<file path="config.mk">
export PLATFORM = sky130hd
export DESIGN_NAME = ctl_spi_regif
export DESIGN_NICKNAME = d
export VERILOG_FILES = /design/src/rtl/ctl_spi_pkg.sv /design/src/rtl/ctl_spi_edge_det.sv /design/src/rtl/ctl_spi_regif.sv
export SDC_FILE = /design/constraint.sdc
export NUM_CORES = 1
export LEC_CHECK = 0
export ABC_AREA = 1
export BUFFER_PORTS_ARGS = -buffer_cell sky130_fd_sc_hd__buf_2
export CORE_AREA = 2 2 83 85
export CTS_BUF_LIST = sky130_fd_sc_hd__clkbuf_8
export DETAILED_ROUTE_END_ITERATION = 8
export DIE_AREA = 0 0 85 87
export PLACE_DENSITY_LB_ADDON = 0.12
export SLEW_MARGIN = 15
export SYNTH_ARGS = -nofsm -noshare
export SYNTH_HDL_FRONTEND = slang
export SYNTH_SLANG_ARGS = --single-unit
</file>
<file path="constraint.sdc">
create_clock -name clk -period 1.38 [get_ports clk]
set_input_delay 0.276 -clock clk [delete_from_list [all_inputs] [get_ports clk]]
set_output_delay 0.276 -clock clk [all_outputs]
set_load 0.02 [all_outputs]
</file>
<file path="src/rtl/ctl_spi_pkg.sv">
// Shared types and constants for the control-SPI register interface.
package ctl_spi_pkg;

   // Default register address width; the command byte carries at most 7 bits.
   localparam int unsigned ADDR_W_DEF = 7;

   // Default register data width; one SPI byte per register.
   localparam int unsigned DATA_W_DEF = 8;

   // Command byte bit selecting read (1) or write (0).
   localparam int unsigned CMD_RW_BIT = 7;

   // Transaction phase.
   typedef enum logic [1:0] {
      IDLE  = 2'd0,
      CMD   = 2'd1,
      WDATA = 2'd2,
      RDATA = 2'd3
   } state_e;

endpackage

</file>
<file path="src/rtl/ctl_spi_edge_det.sv">
// Edge detection for filtered sck/cs and a 2-flop synchronizer for raw si.
module ctl_spi_edge_det (
   input  logic clk,
   input  logic rst_n,
   input  logic spi_sck_i,
   input  logic spi_cs_i,
   input  logic spi_si_i,
   output logic rise_o,
   output logic fall_o,
   output logic cs_fall_o,
   output logic cs_rise_o,
   output logic si_s_o
);

   logic sck_q;
   logic cs_q;
   logic si_meta_q;
   logic si_sync_q;

   // Remember last sck/cs levels; cs idles high so reset assumes deasserted.
   always_ff @(posedge clk or negedge rst_n) begin
      if (!rst_n) begin
         sck_q     <= 1'b0;
         cs_q      <= 1'b1;
         si_meta_q <= 1'b0;
         si_sync_q <= 1'b0;
      end else begin
         sck_q     <= spi_sck_i;
         cs_q      <= spi_cs_i;
         si_meta_q <= spi_si_i;
         si_sync_q <= si_meta_q;
      end
   end

   assign rise_o    =  spi_sck_i & ~sck_q;
   assign fall_o    = ~spi_sck_i &  sck_q;
   assign cs_fall_o = ~spi_cs_i  &  cs_q;
   assign cs_rise_o =  spi_cs_i  & ~cs_q;
   assign si_s_o    =  si_sync_q;

endmodule

</file>
<file path="src/rtl/ctl_spi_regif.sv">
// Control-SPI slave: decodes command/address/data bytes into register strobes.
module ctl_spi_regif
   import ctl_spi_pkg::*;
#(
   parameter int unsigned ADDR_W = ADDR_W_DEF,
   parameter int unsigned DATA_W = DATA_W_DEF
) (
   input  logic              clk,
   input  logic              rst_n,
   input  logic              spi_sck,
   input  logic              spi_cs,
   input  logic              spi_si,
   output logic              spi_so,
   output logic              wr_en,
   output logic [ADDR_W-1:0] wr_addr,
   output logic [DATA_W-1:0] wr_data,
   output logic              rd_en,
   output logic [ADDR_W-1:0] rd_addr,
   input  logic [DATA_W-1:0] rd_data,
   output logic              busy
);

   logic rise;
   logic fall;
   logic cs_fall;
   logic cs_rise;
   logic si_s;

   state_e            state_q;
   logic              armed_q;
   logic [2:0]        cnt_q;
   logic [7:0]        rx_q;
   logic [7:0]        rx_d;
   logic [DATA_W-1:0] tx_q;
   logic [ADDR_W-1:0] addr_q;
   logic [ADDR_W-1:0] addr_inc;
   logic              rd_pend_q;
   logic              byte_done;
   logic              wr_en_q;
   logic [ADDR_W-1:0] wr_addr_q;
   logic [DATA_W-1:0] wr_data_q;
   logic              rd_en_q;
   logic [ADDR_W-1:0] rd_addr_q;

   ctl_spi_edge_det u_edge (
      .clk       (clk),
      .rst_n     (rst_n),
      .spi_sck_i (spi_sck),
      .spi_cs_i  (spi_cs),
      .spi_si_i  (spi_si),
      .rise_o    (rise),
      .fall_o    (fall),
      .cs_fall_o (cs_fall),
      .cs_rise_o (cs_rise),
      .si_s_o    (si_s)
   );

   assign rx_d      = {rx_q[6:0], si_s};
   assign byte_done = rise && (cnt_q == 3'd7);
   assign addr_inc  = addr_q + ADDR_W'(1);

   // Transaction FSM with bit counter, shift registers, address counter and strobes.
   always_ff @(posedge clk or negedge rst_n) begin
      if (!rst_n) begin
         state_q   <= IDLE;
         armed_q   <= 1'b0;
         cnt_q     <= 3'd0;
         rx_q      <= 8'd0;
         tx_q      <= '0;
         addr_q    <= '0;
         rd_pend_q <= 1'b0;
         wr_en_q   <= 1'b0;
         wr_addr_q <= '0;
         wr_data_q <= '0;
         rd_en_q   <= 1'b0;
         rd_addr_q <= '0;
      end else begin
         wr_en_q   <= 1'b0;
         rd_en_q   <= 1'b0;
         rd_pend_q <= rd_en_q;
         armed_q   <= armed_q | spi_cs;
         case (state_q)
            IDLE: begin
               if (cs_fall && armed_q) begin
                  state_q <= CMD;
                  cnt_q   <= 3'd0;
               end
            end
            default: begin
               if (rise) begin
                  rx_q  <= rx_d;
                  cnt_q <= cnt_q + 3'd1;
               end
               if (byte_done) begin
                  case (state_q)
                     CMD: begin
                        addr_q <= rx_d[ADDR_W-1:0];
                        if (rx_d[CMD_RW_BIT]) begin
                           state_q   <= RDATA;
                           rd_en_q   <= 1'b1;
                           rd_addr_q <= rx_d[ADDR_W-1:0];
                        end else begin
                           state_q <= WDATA;
                        end
                     end
                     WDATA: begin
                        wr_en_q   <= 1'b1;
                        wr_addr_q <= addr_q;
                        wr_data_q <= DATA_W'(rx_d);
                        addr_q    <= addr_inc;
                     end
                     default: begin
                        addr_q    <= addr_inc;
                        rd_en_q   <= 1'b1;
                        rd_addr_q <= addr_inc;
                     end
                  endcase
               end
               // The fall right after a byte boundary must not shift: the
               // prefetched byte lands around then and its MSB is next out.
               if (state_q == RDATA) begin
                  if (rd_pend_q) begin
                     tx_q <= rd_data;
                  end else if (fall && (cnt_q != 3'd0)) begin
                     tx_q <= {tx_q[DATA_W-2:0], 1'b0};
                  end
               end
               if (cs_rise) begin
                  state_q <= IDLE;
                  cnt_q   <= 3'd0;
                  tx_q    <= '0;
               end
            end
         endcase
      end
   end

   assign spi_so  = (state_q == RDATA) & tx_q[DATA_W-1];
   assign busy    = (state_q != IDLE);
   assign wr_en   = wr_en_q;
   assign wr_addr = wr_addr_q;
   assign wr_data = wr_data_q;
   assign rd_en   = rd_en_q;
   assign rd_addr = rd_addr_q;

endmodule

</file>
==> results of run 1 <==
area by class of cell:
cell class / count / area [um2] / share of cell area [%]
clock buffers: 11 / 151 / 4.59
repair buffers: 57 / 400 / 12.1
well taps: 80 / 100 / 3.03
clock inverters: 5 / 20.0 / 0.606
inverters: 33 / 139 / 4.21
flip-flops and latches: 57 / 1430 / 43.3
multi-input cells: 198 / 1060 / 32.1
path summary, 6_finish.rpt:
kind	start	endpoint	depth (start not counted)
setup reg to reg	cnt_q[0]	rd_addr[4]	9
hold reg to reg	u_edge.si_meta_q	u_edge.si_s_o	0
max in group asynchronous	rst_n	state_q[1]	3
setup / recovery	cnt_q[0]	rd_addr[4]	9
min in group asynchronous	rst_n	tx_q[0]	3
hold / removal	spi_si	u_edge.si_meta_q	1
flip-flops by register name, indices dropped and copies added, names as in the netlist:
signal            cells
rd_addr               7
u_edge.cs_q           1
rd_pend_q             1
u_edge.si_meta_q      1
state_q               2
u_edge.sck_q          1
u_edge.si_s_o         1
rx_q                  7
wr_en                 1
wr_data               8
tx_q                  8
cnt_q                 3
wr_addr               7
rd_en                 1
addr_q                7
armed_q               1
layout by cell type, fill, tap and decap left out, drive strengths merged:
master / count
o22ai: 2
dlygate4sd3: 1
nand4: 1
mux2i: 1
inv: 36
ha: 4
nand2: 82
nand3: 19
a21oi: 13
buf: 56
dfrtp: 56
nor2: 38
clkbuf: 11
xor2: 2
or2: 1
dfstp: 1
o21ai: 33
clkinv: 2
o21bai: 2
power by group through the flow:
stage	Sequential, W	Clock (W)	Combinational [W]
after floorplan	0.00192	0	0.000665
after global placement	0.00193	0	0.000969
after detailed placement	0.00193	0	0.000970
after CTS	0.00191	0.00140	0.00103
after global routing	0.00193	0.00148	0.00134
final	0.00191	0.00136	0.00116
cell families after synthesis:
family,count (synthesis)
muxes,1
adders and majority gates,4
xor gates and xnor gates,2
and+or+nand+nor,139
buffers and inverters,38
AOI/OAI and AO/OA,50
DFF,57
per-stage QoR:
step	TNS [ps]	utilization (%)	worst slack, ps	instance area [um2]
floorplan	0	-	14.5	2530
global placement	-1450	43.8	-113	2880
detailed placement	-2250	43.8	-122	2880
CTS	-833	48.0	-57.1	3150
global route	-3390	50.3	-126	3300
finish	-390	50.3	-36.2	3300
worst max-delay path, delay by kind of cell (launching register included):
family                     cells  cell delay (ps)
buffers and inverters          2              180
and+or+nand+nor                5              520
DFF                            1              350
adders and majority gates      2              310
what timing repair did:
item | CTS | global route
gates cloned | 1 | 1
pin swaps | 7 | 11
hold buffers | 1 | 0
gates resized for setup | 14 | 34
endpoints found under the setup margin | 30 | 43
hold endpoints to repair | 56 | 0
setup buffers | 3 | 4
layer usage:
layer | part of all wire, % | track usage (%) | routed length (um)
met2 | 48 | 26.9 | 2810
met1 | 47 | 22.7 | 2760
met3 | 3.6 | 4.45 | 211
met4 | 1.4 | 7.36 | 80
met5 | 0 | 0 | 0
==> out/qor.yml, run 1 <==
dp_cells: 415
grt_pass1_vias: 1991
clock-root-buffer: "clkbuf_8"
cts_buffer_depth: 2
hold_class: "input port to register"
maxSlewViolCount: 0
pwr-share-seq_pct: 43.1
timing.final.ws_setup_ps: -36.2
num_io_pins: 39
synth.distinct_cells: 27
cts_tree: "done"
worstSetupStartpointType: "register"
worst_path_max_delay_cell: "dfrtp_1"
crit_chain: "ha_2 > ha_4 > inv_2 > nor2_4 > nand2_4 > nor2_4 > buf_12 > nand3_1 > nand2_1"
hold_slack_ps: 49.8
synth_simple_gate_area_share_pct: 23.8
drtAntennaViolNets: 0
cts_made_buffers: 9
die_h_um: 87
drt_iter0_markers: 115
synth-edff-count: 0
rsz0062_at_grt: "true"
core_region_area_um2: 6570
core.rowCount: 30
synth-seq-cells: 57
grt_pass1_wl_um: 9680
synth_most_common_cell: "nand2_1"
grt_overflow: 0
start_util_pct: 38.5
p_per_area_nw_per_um2: 1340
slowest_delay_ps: 350
avgSynthCellArea_um2: 8.69
final_cells: 441
r2r_setup_slack_ps: -40
status: "finished with violations"
chipWidth_um: 85
relSlewSlack_pct: 78.7
synth_top_area_share_pct: 55.4
antenna_found_initial: 0
finalCriticalPeriod_ps: 1420
drc: 0
grt_max_degree: 58
pwr-share-clk_pct: 30.7
yosysWarningCount: 0
wl_per_cell_um: 13.3
switching_share_pct: 33.7
hold_viol_final: 0
postSynthCellCount: 291
finalWirelength_um: 5860
max_clock_freq_mhz: 706
internal_power_w: 0.00294
dominantRegCellSynth: "dfrtp_1"
drtPass1Iterations: 4
ys_top_cells_by_count: "80 x nand2_1, 56 x dfrtp_1, 31 x nor2_1, 31 x o21ai_0, 28 x inv_1"
synth-compound-area-share_pct: 10.2
hpwl_um: 3760
synth_fp_nets: 308
max_slew.worst_pin.slew_ps: 319
cp_common_cell: "nor2_4"
switchingPower_w: 0.00150
total_power_w: 0.00444
synth_area_um2: 2530
synth_adder_area_share_pct: 1.98
crit_fanout: 7
drive_gt1_share_pct: 29.6
clkTransAtPathRegs_ps: 70
leakagePower_nw: 1.73
vias: 2118
maxCapViolCount: 0
critical_path_class: "register to register"
p_comb_share_pct: 26.2
cp.required_ps: 1660
yosys-top-cells-area: "dfrtp_1 55%, nand2_1 12%, o21ai_0 6.1%, nor2_1 4.6%, inv_1 4.2%"
cts_num_sinks: 57
arrival_ps: 1690
viasPerCell: 4.80
synth_top_family_by_area: "simple AND/OR/NAND/NOR gates"
htreeDepth: 3
ys_async_sr_fraction_pct: 100
diodes: 0
violations: "setup timing"
portBuffers: 38
ys_seq_area_share_pct: 56.5
synth_top_cell_by_area: "dfrtp_1"
skew_ps: 13.0
synth-xor-area-share_pct: 0.693
synth_mux_area_share_pct: 0.396
finalCritPeriodShare_pct: 103
place.gp.congestion: 0.822
grt_use_total_pct: 17.2
fillers: 659
finalSetupViolCount: 24
ir_worst_vdd_v: 0.000642
area_growth_pct: 30.6
clk_latency_ps: 330
dieArea_um2: 7400
worstSetupEndpointType: "register"
fin_nets: 373
Power figures use the tool's default switching activity.
==> run 2, diff against run 1 <==
--- a/config.mk
+++ b/config.mk
@@ -7,12 +7,13 @@
 export LEC_CHECK = 0
 export ABC_AREA = 1
 export BUFFER_PORTS_ARGS = -buffer_cell sky130_fd_sc_hd__buf_2
-export CORE_AREA = 2 2 83 85
+export CORE_AREA = 2 2 84 86
 export CTS_BUF_LIST = sky130_fd_sc_hd__clkbuf_8
 export DETAILED_ROUTE_END_ITERATION = 8
-export DIE_AREA = 0 0 85 87
+export DIE_AREA = 0 0 86 88
 export PLACE_DENSITY_LB_ADDON = 0.12
 export SLEW_MARGIN = 15
 export SYNTH_ARGS = -nofsm -noshare
 export SYNTH_HDL_FRONTEND = slang
+export SYNTH_HIERARCHICAL = 1
 export SYNTH_SLANG_ARGS = --single-unit
==> out/qor.yml, run 2 <==
synth-seq-cells: 57
worst_r2r_startpoint: "cnt_q[1]"
synth_most_common_cell: "nand2_1"
core.rowCount: 30
synth_fp_nets: 311
grt_use_total_pct: 16.1
synth_top_family_by_area: "simple AND/OR/NAND/NOR gates"
status: "finished with violations"
worstSetupStartpointType: "register"
synth_area_um2: 2590
diodes: 0
maxCapViolCount: 0
clock-root-buffer: "clkbuf_8"
wl_per_cell_um: 12.6
r2r_setup_slack_ps: 10
worstHoldPathCells: 1
regToRegEndpoint: "rd_addr[0]"
clk_latency_ps: 330
violations: "setup timing"
ys_async_sr_fraction_pct: 100
finalWirelength_um: 5600
ir_worst_vdd_v: 0.000883
dp_cells: 417
rsz0062_at_grt: "true"
final_cell_mix: "65 x nand2_1, 55 x dfrtp_1, 36 x buf_2"
drtAntennaViolNets: 0
drc: 0
finalSetupViolCount: 1
worstPathBufferInverterCount: 3
viasPerCell: 4.70
cp.required_ps: 1100
postSynthCellCount: 294
max_slew.worst_pin.slew_ps: 307
timing.final.ws_setup_ps: -34.9
antenna_found_initial: 0
fillers: 631
hpwl_um: 3670
ys_top_cells_by_count: "79 x nand2_1, 56 x dfrtp_1, 40 x o21ai_0"
place.gp.congestion: 0.793
cp.depth: 4
relSlewSlack_pct: 79.5
synth-edff-count: 0
start_util_pct: 39.0
leakagePower_nw: 1.76
cts_buffer_depth: 2
cp_common_cell: "buf_6"
max_clock_freq_mhz: 707
critical_path_class: "register to primary output"
placed_area_um2: 2930
grt_pass1_wl_um: 9280
p_per_area_nw_per_um2: 1420
yosys-top-cells-area: "dfrtp_1 54%, nand2_1 11%, o21ai_0 7.7%, inv_1 5.1%, nand3_1 4.1%"
maxSlewViolCount: 0
crit_fanout: 3
synth_top_cell_by_area: "dfrtp_1"
core_region_area_um2: 6640
chipWidth_um: 86
final_cells: 444
cts_made_buffers: 9
ys_seq_area_share_pct: 55.1
worstSetupEndpointType: "primary output"
synth-xor-area-share_pct: 0
synth_top_area_share_pct: 54.1
yosysWarningCount: 6
finalCriticalPeriod_ps: 1410
arrival_ps: 1140
synth-compound-area-share_pct: 12.3
grt_max_degree: 58
fin_nets: 376
hold_class: "input port to register"
portBuffers: 38
slowest_delay_ps: 400
avgSynthCellArea_um2: 8.81
vias: 2086
crit_family: "flip-flops"
dieArea_um2: 7570
rr_worst_depth: 9
cts_num_sinks: 57
synth_simple_gate_area_share_pct: 22.6
num_io_pins: 39
synth_mux_area_share_pct: 0
worstHoldEndpoint: "u_edge/si_meta_q"
drive_gt1_share_pct: 34.3
dominantRegCellSynth: "dfrtp_1"
hold_viol_final: 0
design_area_um2: 3430
synth.distinct_cells: 23
skew_ps: 8.37
final_common_cell: "nand2_1"
die_h_um: 88
area_growth_pct: 32.6
finalCritPeriodShare_pct: 103
grt_overflow: 0
drt_iter0_markers: 130
synth_adder_area_share_pct: 1.93
grt_pass1_vias: 1959
drtPass1Iterations: 4
htreeDepth: 3
crit_chain: "buf_6 > nor2_4 > inv_4 > buf_6"
cts_tree: "done"
worst_path_max_delay_cell: "dfrtp_1"
clkTransAtPathRegs_ps: 60
worstHoldStart: "spi_si"
run 2: cell type report:
| class | instances | area (um2) | area share (%) |
|---|---|---|---|
| tap | 80 | 100 | 2.92 |
| clock buffer | 9 | 124 | 3.61 |
| clock inverter | 7 | 87.6 | 2.55 |
| sequential | 57 | 1430 | 41.6 |
| multi-input combinational | 194 | 1090 | 31.7 |
| timing repair buffer | 61 | 463 | 13.5 |
| inverter | 36 | 143 | 4.15 |
run 2: worst max path at each step:
stage	endpoint	from
final	busy	state_q[1]
after global routing	rd_addr[2]	cnt_q[1]
after CTS	busy	state_q[1]
after detailed placement	rd_addr[3]	cnt_q[0]
after global placement	rd_addr[2]	cnt_q[0]
after floorplan	rd_addr[2]	cnt_q[0]
run 2: per-stage QoR:
stage          total power (W)  hold WS (ps)  utilization [%]  worst slack [ps]  TNS [ps]
2_1_floorplan          0.00263         -19.6                -              9.24         0
3_3_place_gp           0.00287           306             44.2             -69.9      -432
3_5_place_dp           0.00287           299             44.2              -102      -845
4_1_cts                0.00473          32.1             48.7             -64.2      -415
5_1_grt                0.00516          31.5             51.7              -101      -949
6_report               0.00486          53.9             51.7             -34.9     -34.9
run 2: where the power goes:
group	total [W]	internal, W	switching (W)
sequential	0.00194	0.00183	0.000118
clock	0.00164	0.000999	0.000644
combinational	0.00127	0.000476	0.000797
total	0.00486	0.00330	0.00156
run 2: per-layer routing:
metal | GRT usage [%] | vias to the layer above | wire length, um
li1 | - | 1069 | -
met1 | 21.6 | 975 | 2780
met2 | 23.6 | 36 | 2520
met3 | 5.28 | 6 | 227
met4 | 7.94 | 0 | 73
met5 | 0 | - | 0
run 2: timing repair:
item,in CTS,in global routing
endpoints found under the setup margin,26,50
endpoints found under the hold margin,56,0
setup buffers,5,3
gates resized for setup,11,53
pin swaps,3,10
hold buffers,1,0
cloned,1,1
run 2: logic make-up (layout without fill, tap and decap cells):
kind of cell,count (synthesis),after routing
flip-flops,57,57
AND/OR/NAND/NOR,133,134
adder cells (fa/ha/maj),4,4
buffers and inverters,44,113
AO/OA/AOI/OAI,56,56
==> run 3, diff against run 2 <==
--- a/config.mk
+++ b/config.mk
@@ -11,6 +11,7 @@
 export CTS_BUF_LIST = sky130_fd_sc_hd__clkbuf_8
 export DETAILED_ROUTE_END_ITERATION = 8
 export DIE_AREA = 0 0 86 88
+export HOLD_SLACK_MARGIN = 0.12
 export PLACE_DENSITY_LB_ADDON = 0.12
 export SLEW_MARGIN = 15
 export SYNTH_ARGS = -nofsm -noshare
==> out/qor.yml, run 3 (synthesis results as in run 2) <==
hpwl_um: 3670
crit_family: "flip-flops"
antenna_found_initial: 0
cts_made_buffers: 9
cp_common_cell: "buf_6"
timing.final.ws_setup_ps: -35.5
status: "finished with violations"
p_per_area_nw_per_um2: 1410
drtAntennaViolNets: 0
finalWirelength_um: 5610
worst_path_max_delay_cell: "dfrtp_1"
fin_nets: 378
start_util_pct: 39.0
chipWidth_um: 86
clock-root-buffer: "clkbuf_8"
cts_num_sinks: 57
max_clock_freq_mhz: 706
violations: "setup timing"
finalSetupViolCount: 1
critical_path_class: "register to primary output"
final_common_cell: "nand2_1"
drt_iter0_markers: 119
finalCriticalPeriod_ps: 1420
pwr-share-clk_pct: 33.8
ff_latch_area_um2: 1430
switching_share_pct: 32.1
cp.required_ps: 1100
die_h_um: 88
maxSlewViolCount: 0
htreeDepth: 3
grt_overflow: 0
crit_fanout: 3
hold_viol_final: 0
clk_latency_ps: 330
internal_power_w: 0.00330
worstSetupStartpointType: "register"
fillers: 629
arrival_ps: 1140
viasPerCell: 4.68
grt_pass1_vias: 1972
pwr-share-seq_pct: 39.9
diodes: 0
grt_use_total_pct: 16.2
maxCapViolCount: 0
core_region_area_um2: 6640
multi_input_area_um2: 1090
hold_class: "input port to register"
place_ws_ps: -102
finalCritPeriodShare_pct: 103
area_growth_pct: 33.3
dieArea_um2: 7570
cts_buffer_depth: 2
hold_slack_ps: 169
grt_pass1_wl_um: 9320
cts_tree: "done"
clkTransAtPathRegs_ps: 60
drc: 0
drive_gt1_share_pct: 34.2
final_cell_mix: "65 x nand2_1, 55 x dfrtp_1, 36 x buf_2"
wl_per_cell_um: 12.6
portBuffers: 38
slowest_delay_ps: 400
core.rowCount: 30
switchingPower_w: 0.00156
crit_chain: "buf_6 > nor2_4 > inv_4 > buf_6"
vias: 2088
place.gp.congestion: 0.793
worstSetupEndpointType: "primary output"
skew_ps: 8.81
relSlewSlack_pct: 79.7
leakagePower_nw: 1.77
p_comb_share_pct: 26.2
max_slew.worst_pin.slew_ps: 304
num_io_pins: 39
worstPathBufferInverterCount: 3
rsz0062_at_grt: "true"
grt_max_degree: 58
drtPass1Iterations: 4
ir_worst_vdd_v: 0.000883
==> run 3: cell count changes in the layout (fill, tap and decap cells not counted), sizes merged <==
| cell | before | now |
|---|---|---|
| dlygate4sd3 | 1 | 3 |
==> run 3: repair_timing <==
action                                 CTS  global route
cloned                                   1             1
hold buffers                             3             0
pin swaps                                3            10
endpoints found under the hold margin   58             0
gates resized for setup                 11            53
buffers inserted                         5             3
setup endpoints to repair               26            50
==> run 3: through the flow <==
step / util, % / instances / TNS (ps) / total power (W) / cell area (um2)
2_1_floorplan: - / 294 / 0 / 0.00263 / 2600
3_3_place_gp: 44.2 / 417 / -432 / 0.00287 / 2930
3_5_place_dp: 44.2 / 417 / -845 / 0.00287 / 2930
4_1_cts: 49.0 / 442 / -415 / 0.00474 / 3250
5_1_grt: 52.0 / 446 / -949 / 0.00516 / 3450
6_report: 52.0 / 446 / -35.5 / 0.00487 / 3450
==> run 3: area by class of cell <==
type / count / share of cell area [%]
clock buffers: 9 / 3.59
clock inverters: 7 / 2.54
inverters: 36 / 4.13
multi-input cells: 194 / 31.5
flip-flops and latches: 57 / 41.4
well taps: 80 / 2.90
repair buffers: 63 / 14.0
==> run 3: path summary, 6_finish.rpt <==
kind / startpoint / end / slack [ps] / cells past startpoint
worst max register to register: cnt_q[1] / rd_addr[0] / 10 / 9
worst min-delay path: spi_sck / u_edge/sck_q / 170 / 2
worst min register to register: u_edge/si_meta_q / u_edge/si_s_o / 350 / 0
min in group asynchronous: rst_n / tx_q[4] / 470 / 3
worst max-delay path: state_q[1] / busy / -40 / 4
max in group asynchronous: rst_n / u_edge/cs_q / 620 / 3
==> run 3: metal layers <==
layer | routed length [um] | track usage, % | vias to the layer above
met5 | 0 | 0 | -
li1 | - | - | 1072
met2 | 2500 | 23.7 | 36
met1 | 2820 | 21.7 | 974
met4 | 70 | 7.94 | 0
met3 | 218 | 5.28 | 6
==> run 3: power by group through the flow <==
stage | Sequential, W | Clock [W] | Combinational (W)
after global routing | 0.00197 | 0.00176 | 0.00144
final | 0.00194 | 0.00165 | 0.00128
after floorplan | 0.00195 | 0 | 0.000677
after detailed placement | 0.00197 | 0 | 0.000902
after global placement | 0.00197 | 0 | 0.000903
after CTS | 0.00193 | 0.00170 | 0.00110
